### src/rtl/conv2_dw.sv
// conv2_dw: streaming 3x3 depthwise convolution (stride 1, no padding) over
// a raster-order pixel stream of NCH 8-bit channels. Three-stage pipeline:
// stage 0 registers the pixel and its position, stage 1 updates the line
// buffers and the 3x3 window, stage 2 registers the MAC/ReLU result.
module conv2_dw #(
    parameter int                      IMG_W   = 8,
    parameter int                      IMG_H   = 8,
    parameter int                      NCH     = 8,
    parameter logic [NCH*9*8-1:0]      W_DW    = {(NCH*9){8'h10}},
    parameter logic [NCH*8-1:0]        B_DW    = {NCH{8'h00}},
    parameter int                      ACT_MAX = 127
) (
    input  logic                 clk,
    input  logic                 rstn,
    input  logic                 valid,
    input  logic                 sof,
    input  logic [NCH*8-1:0]     input_act,
    output logic [NCH*8-1:0]     output_act,
    output logic                 ready
);

    localparam int CW = $clog2(IMG_W);
    localparam int RW = $clog2(IMG_H);
    localparam int PW = NCH * 8;

    // 9-tap signed MAC with the bias zero-extended into the accumulator.
    function automatic logic signed [31:0] mac9(input logic [71:0] wts,
                                                input logic [71:0] pix,
                                                input logic [7:0]  bias);
        logic signed [31:0] acc;
        logic signed [7:0]  a;
        logic signed [7:0]  b;
        acc = 32'(bias);
        for (int t = 0; t < 9; t++) begin
            a   = wts[t*8 +: 8];
            b   = pix[t*8 +: 8];
            acc = acc + (32'(a) * 32'(b));
        end
        return acc;
    endfunction

    // Clamped ReLU requantization: negative -> 0, else (sum >> 7) capped.
    function automatic logic [7:0] requant(input logic signed [31:0] s);
        logic [7:0] q;
        if (s[31]) begin
            q = 8'h00;
        end else if (s[31:7] > 25'(ACT_MAX)) begin
            q = 8'(ACT_MAX);
        end else begin
            q = s[14:7];
        end
        return q;
    endfunction

    // Stage 0 / position counter state
    logic [CW-1:0] r_cnt_col;
    logic [RW-1:0] r_cnt_row;
    logic          r_v0;
    logic [PW-1:0] r_px0;
    logic [CW-1:0] r_col0;
    logic [RW-1:0] r_row0;

    // Stage 1 state
    logic [PW-1:0] r_lb0 [IMG_W];
    logic [PW-1:0] r_lb1 [IMG_W];
    logic [PW-1:0] r_win [3][3];
    logic          r_emit1;

    // Combinational helpers
    logic [CW-1:0] w_pos_col;
    logic [RW-1:0] w_pos_row;
    logic [CW-1:0] w_nxt_col;
    logic [RW-1:0] w_nxt_row;
    logic [71:0]   w_taps [NCH];
    logic [PW-1:0] w_q;

    // Position of the incoming pixel (sof forces 0,0) and the counter successor.
    always_comb begin
        w_pos_col = r_cnt_col;
        w_pos_row = r_cnt_row;
        w_nxt_col = r_cnt_col;
        w_nxt_row = r_cnt_row;
        if (sof) begin
            w_pos_col = {CW{1'b0}};
            w_pos_row = {RW{1'b0}};
        end else begin
            w_pos_col = r_cnt_col;
            w_pos_row = r_cnt_row;
        end
        if (w_pos_col == CW'(IMG_W - 1)) begin
            w_nxt_col = {CW{1'b0}};
            if (w_pos_row == RW'(IMG_H - 1)) begin
                w_nxt_row = {RW{1'b0}};
            end else begin
                w_nxt_row = w_pos_row + RW'(1);
            end
        end else begin
            w_nxt_col = w_pos_col + CW'(1);
            w_nxt_row = w_pos_row;
        end
    end

    // Stage 0: capture pixel and position, advance counters on accepted pixels.
    always_ff @(posedge clk or negedge rstn) begin
        if (!rstn) begin
            r_cnt_col <= {CW{1'b0}};
            r_cnt_row <= {RW{1'b0}};
            r_v0      <= 1'b0;
            r_px0     <= {PW{1'b0}};
            r_col0    <= {CW{1'b0}};
            r_row0    <= {RW{1'b0}};
        end else begin
            r_v0 <= valid;
            if (valid) begin
                r_px0     <= input_act;
                r_col0    <= w_pos_col;
                r_row0    <= w_pos_row;
                r_cnt_col <= w_nxt_col;
                r_cnt_row <= w_nxt_row;
            end
        end
    end

    // Stage 1: shift window left, load new right column, rotate line buffers.
    always_ff @(posedge clk or negedge rstn) begin
        if (!rstn) begin
            r_emit1 <= 1'b0;
            for (int i = 0; i < IMG_W; i++) begin
                r_lb0[i] <= {PW{1'b0}};
                r_lb1[i] <= {PW{1'b0}};
            end
            for (int ky = 0; ky < 3; ky++) begin
                for (int kx = 0; kx < 3; kx++) begin
                    r_win[ky][kx] <= {PW{1'b0}};
                end
            end
        end else begin
            r_emit1 <= r_v0 && (r_row0 >= RW'(2)) && (r_col0 >= CW'(2));
            if (r_v0) begin
                for (int ky = 0; ky < 3; ky++) begin
                    r_win[ky][0] <= r_win[ky][1];
                    r_win[ky][1] <= r_win[ky][2];
                end
                r_win[0][2]   <= r_lb1[r_col0];
                r_win[1][2]   <= r_lb0[r_col0];
                r_win[2][2]   <= r_px0;
                r_lb1[r_col0] <= r_lb0[r_col0];
                r_lb0[r_col0] <= r_px0;
            end
        end
    end

    // Per-channel tap gather, MAC and requantization from the current window.
    always_comb begin
        w_q = {PW{1'b0}};
        for (int ch = 0; ch < NCH; ch++) begin
            w_taps[ch] = 72'h0;
            for (int t = 0; t < 9; t++) begin
                w_taps[ch][t*8 +: 8] = r_win[t/3][t%3][ch*8 +: 8];
            end
            w_q[ch*8 +: 8] = requant(mac9(W_DW[ch*72 +: 72], w_taps[ch],
                                          B_DW[ch*8 +: 8]));
        end
    end

    // Stage 2: register result on an emitting window; ready is a 1-cycle strobe.
    always_ff @(posedge clk or negedge rstn) begin
        if (!rstn) begin
            ready      <= 1'b0;
            output_act <= {PW{1'b0}};
        end else begin
            ready <= r_emit1;
            if (r_emit1) begin
                output_act <= w_q;
            end
        end
    end

endmodule

### config.mk
export PLATFORM = sky130hd
export DESIGN_NAME = conv2_dw
export DESIGN_NICKNAME = d
export VERILOG_FILES = /design/src/rtl/conv2_dw.sv
export SDC_FILE = /design/constraint.sdc
export NUM_CORES = 2
export LEC_CHECK = 0
export ABC_AREA = 1
export BUFFER_PORTS_ARGS = -buffer_cell sky130_fd_sc_hd__buf_2
export CAP_MARGIN = 20
export CORE_MARGIN = 1.5
export CORE_UTILIZATION = 35
export DETAILED_ROUTE_END_ITERATION = 6
export GPL_ROUTABILITY_DRIVEN = 0
export PLACE_DENSITY_LB_ADDON = 0.08
export SYNTH_ARGS = -nofsm -noshare
export SYNTH_HDL_FRONTEND = slang
export SYNTH_SLANG_ARGS = --single-unit
### constraint.sdc
create_clock -name clk -period 4.8 [get_ports clk]
set_input_delay 0.96 -clock clk [delete_from_list [all_inputs] [get_ports clk]]
set_output_delay 0.96 -clock clk [all_outputs]
set_load 0.01 [all_outputs]
==> summary.md <==
| Metric | Value |
|---|---|
| # Post-CTS Setup Buffers | `0` |
| Yosys reg bits | `1742` |
| Total grt overflow | `0` |
| TNS Setup | `0 ns` |
| Primary FF master, synth | `dfrtp_1` |
| CP endpoint kind | `flip-flop` |
| Max Clock Freq | `225.5 MHz` |
| Critical path class | `reg2reg` |
| Post-synth cell types | `42` |
| Total GRT Usage | `21.37%` |
| Final nets | `10.01k` |
| Final hold violations | `0` |
| Crit share post-route | `92.38%` |
| Worst hold slack | `0.03308 ns` |
| Max-slew violation count | `0` |
| First-pass GRT wire length | `~400000 um` |
| Multiplexer share of the synthesized area | `0%` |
| Worst slew margin | `a little under a third` |
| Synthesis-to-layout area growth | `12.78%` |
| Largest net degree at the start of global routing | `188` |
| Die width | `about 500 um` |
| Least-Margin Pin Slew | `between 1 and 1.5 ns` |
| Core Region | `between 0.2 and 0.25 mm^2` |
| Root buf cell | `clkbuf_16` |
| H-Tree Depth | `4` |
| # setup viols final | `0` |
| Final Critical Period | `4.434 ns` |
| Max cap viols | `0` |
| HPWL after DPL | `~170000 um` |
| Yosys warning total | `0` |
| Initial antenna violation count | `24` |
| Sequential fraction of the synthesis area | `between 50 and 60%` |
| Largest family of logic cells by synthesized area | `simple AND/OR/NAND/NOR gates` |
| Vias post-DR | `62.90k` |
| RSZ-0062 raised after global routing | `no` |
| Required @ worst endpoint | `5.54 ns` |
| Pre-Repair DR Iteration Count | `6` |
| Initial drt markers | `5247` |
| Worst-path cell chain | `fa_1, inv_1, fa_1, inv_1, fa_1, inv_1, fa_1, inv_1, ha_1, nand2_1, nand2_1, a21oi_1, nand2_1, nand2_1, nand3_1, nor2_1, nand3_1, nand2_1, nand2_1` |
| Register Area | `0.04360 mm^2` |
| Core Rows | `181` |
| CTS tree | `built` |
| Top cell by count, worst path | `nand2_1` |
| Clock sink count | `1742` |
| Total wire length | `between 200000 and 300000 um` |
| Vias in the first global route | `between 60k and 70k` |
| Asr flop ratio synth | `100.0%` |
| Initial Utilization | `35.14%` |
| Worst hold path class | `in2async` |
| Type of element launching the critical path | `flip-flop` |
| Worst r2r src | `r_win[47]` |
| Compound-Gate Fraction of Synth Area | `between 10 and 15%` |
| XOR/XNOR share of the synthesized area | `less than 1%` |
| Reg-to-Reg End | `output_act[42]` |
| Share of cells above drive strength 1 | `a little over 7%` |
| EDFF count, synth | `0` |
| Simple-Gate Fraction of Synth Area | `14.43%` |
| Dpl cells | `between 10k and 15k` |
| Multi-input gate area | `0.03512 mm^2` |
| DIE HEIGHT | `just under 500 um` |
| CP peak stage delay | `approximately 0.6 ns` |
| Num ports | `between 100 and 150` |
| Clk_lat worst skew | `about 0.86 ns` |
| Clock-pin slew on the worst setup and hold paths | `around 0.060 ns` |
| IO buf count | `about 130` |
| Non-Filler Instances | `between 10k and 15k` |
| Via density | `a little under 5` |
| Crit Path Max Fanout | `7` |
| Avg WL per Cell | `20.43 um` |
| Remaining antenna violation count | `0` |
| Setup Skew | `0.02641 ns` |
| Critical path arrival | `about 5.2 ns` |
| # DRC | `0` |
| Mapped Cells | `9422` |
| Reg2reg path depth | `19` |
| Die ar. | `about 0.25 mm^2` |
| Synth Area in Adders | `12.31%` |
| Worst path slowest cell | `fa_1` |
| CTS buffer count | `approximately 200` |
| Mean Syn Cell Area | `9.055 um^2` |
| Synth Cell Area | `0.08532 mm^2` |
| R2R Setup Slk | `roughly 0.37 ns` |
| Post-Syn Nets | `10.05k` |
| # fillers | `24.42k` |
| Max Root-Sink Buffers | `3` |
| Status | `finished clean` |
synth_stat cells, types with 2 or more instances:
| cell | count | share of area, % |
|---|---|---|
| xnor2_1 | 32 | 0.33 |
| a21oi_1 | 143 | 0.84 |
| nor3_1 | 9 | 0.053 |
| nand3b_1 | 13 | 0.11 |
| a41oi_1 | 43 | 0.44 |
| a31oi_1 | 22 | 0.16 |
| nand3_1 | 77 | 0.45 |
| nand2_1 | 2461 | 11 |
| inv_1 | 1114 | 4.9 |
| clkbuf_1 | 291 | 1.3 |
| o21ai_1 | 119 | 0.70 |
| a22o_1 | 21 | 0.22 |
| xor2_1 | 3 | 0.031 |
| buf_6 | 2 | 0.026 |
| nor2_4 | 3 | 0.040 |
| inv_2 | 70 | 0.31 |
| buf_2 | 180 | 1.1 |
| o21ai_0 | 1692 | 9.9 |
| buf_4 | 14 | 0.12 |
| nor2_1 | 467 | 2.1 |
| o211ai_1 | 86 | 0.76 |
| o221ai_1 | 11 | 0.11 |
| dfrtp_1 | 1742 | 51 |
| fa_1 | 472 | 11 |
| ha_1 | 84 | 1.2 |
| a21o_1 | 3 | 0.026 |
| o21a_1 | 3 | 0.026 |
| nand4_1 | 117 | 0.86 |
| buf_1 | 30 | 0.13 |
| o21bai_1 | 3 | 0.026 |
| o22ai_1 | 60 | 0.44 |
| o2111ai_1 | 25 | 0.26 |
cells by family (layout without fill, tap and decap cells):
family | Yosys count | count (layout)
xor+xnor | 35 | 35
simple gates | 3150 | 3150
other cells | 0 | 4
flops | 1742 | 1742
buf+inv | 1703 | 1827
compound gates | 2236 | 2236
fa+ha+maj | 556 | 556
final cells by class:
type / count / area share (%)
Sequential cell: 1742 / 45.31
Multi-Input combinational cell: 5977 / 36.50
Clock buffer: 295 / 6.061
Inverter: 1186 / 4.658
Tap cell: 3202 / 4.164
Timing Repair Buffer: 284 / 2.623
Clock inverter: 62 / 0.6684
Antenna cell: 4 / 0.01040
cells in the final DEF, fill, tap and decap left out, types with 43 or more instances in the layout:
| cell | Yosys | final |
|---|---|---|
| nand2_1 | 2461 | 2453 |
| dfrtp_1 | 1742 | 1740 |
| o21ai_0 | 1692 | 1692 |
| inv_1 | 1114 | 1111 |
| fa_1 | 472 | 472 |
| nor2_1 | 467 | 465 |
| clkbuf_16 | 0 | 200 |
| a21oi_1 | 143 | 142 |
| buf_2 | 180 | 130 |
| o21ai_1 | 119 | 118 |
| nand4_1 | 117 | 117 |
| buf_4 | 14 | 96 |
| o211ai_1 | 86 | 86 |
| ha_1 | 84 | 84 |
| nand3_1 | 77 | 77 |
| inv_2 | 70 | 70 |
| o22ai_1 | 60 | 60 |
| buf_12 | 0 | 57 |
| clkbuf_1 | 291 | 48 |
| clkbuf_8 | 0 | 47 |
| a41oi_1 | 43 | 43 |
through the flow:
step,cell area (um^2),utilization (%),setup WS [ns]
5_1_grt,96210,39.63,0.01301
3_5_place_dp,89730,36.96,0.2814
3_3_place_gp,89710,36.95,0.2757
2_1_floorplan,85320,-,0.6337
6_report,96220,39.63,0.3655
4_1_cts,96200,39.63,0.2628
critical path: cells and delay by family, from the launching register on:
kind            cells  cell delay (ns)
compound gates      1             0.16
fa+ha+maj           5             2.55
buf+inv             4             0.22
flops               1             0.42
simple gates        9             0.96
registers in the layout (all words and copies together) (netlist names):
register	flops
r_win	576
r_lb0	512
r_lb1	512
output_act	64
r_px0	64
r_cnt_col	3
r_cnt_row	3
r_col0	3
r_row0	2
r_emit1	1
r_v0	1
ready	1
how the worst max path moves through the flow:
stage,start,end,cells past startpoint
after detailed placement,r_win[50],output_act[54],18
after global routing,r_win[394],output_act[12],17
final,r_win[47],output_act[42],19
after CTS,r_win[50],output_act[54],18
after global placement,r_win[55],output_act[48],17
after floorplan,r_win[55],output_act[48],17
layer usage:
layer	wire (um)	vias up	GRT usage, %
met2	104300	1399	29.63
met4	3984	10	4.172
met3	15570	271	3.957
met1	136500	31280	34.22
li1	-	29940	-
met5	62	-	0
what timing repair did:
action | in CTS | in global routing
setup endpoints to repair | 0 | 2
hold buffers | 0 | 0
resized for setup | 0 | 2
Power is left out: the tool's default activity adds up to more than one toggle a clock period on the data nets, which glitch-free logic cannot reach.
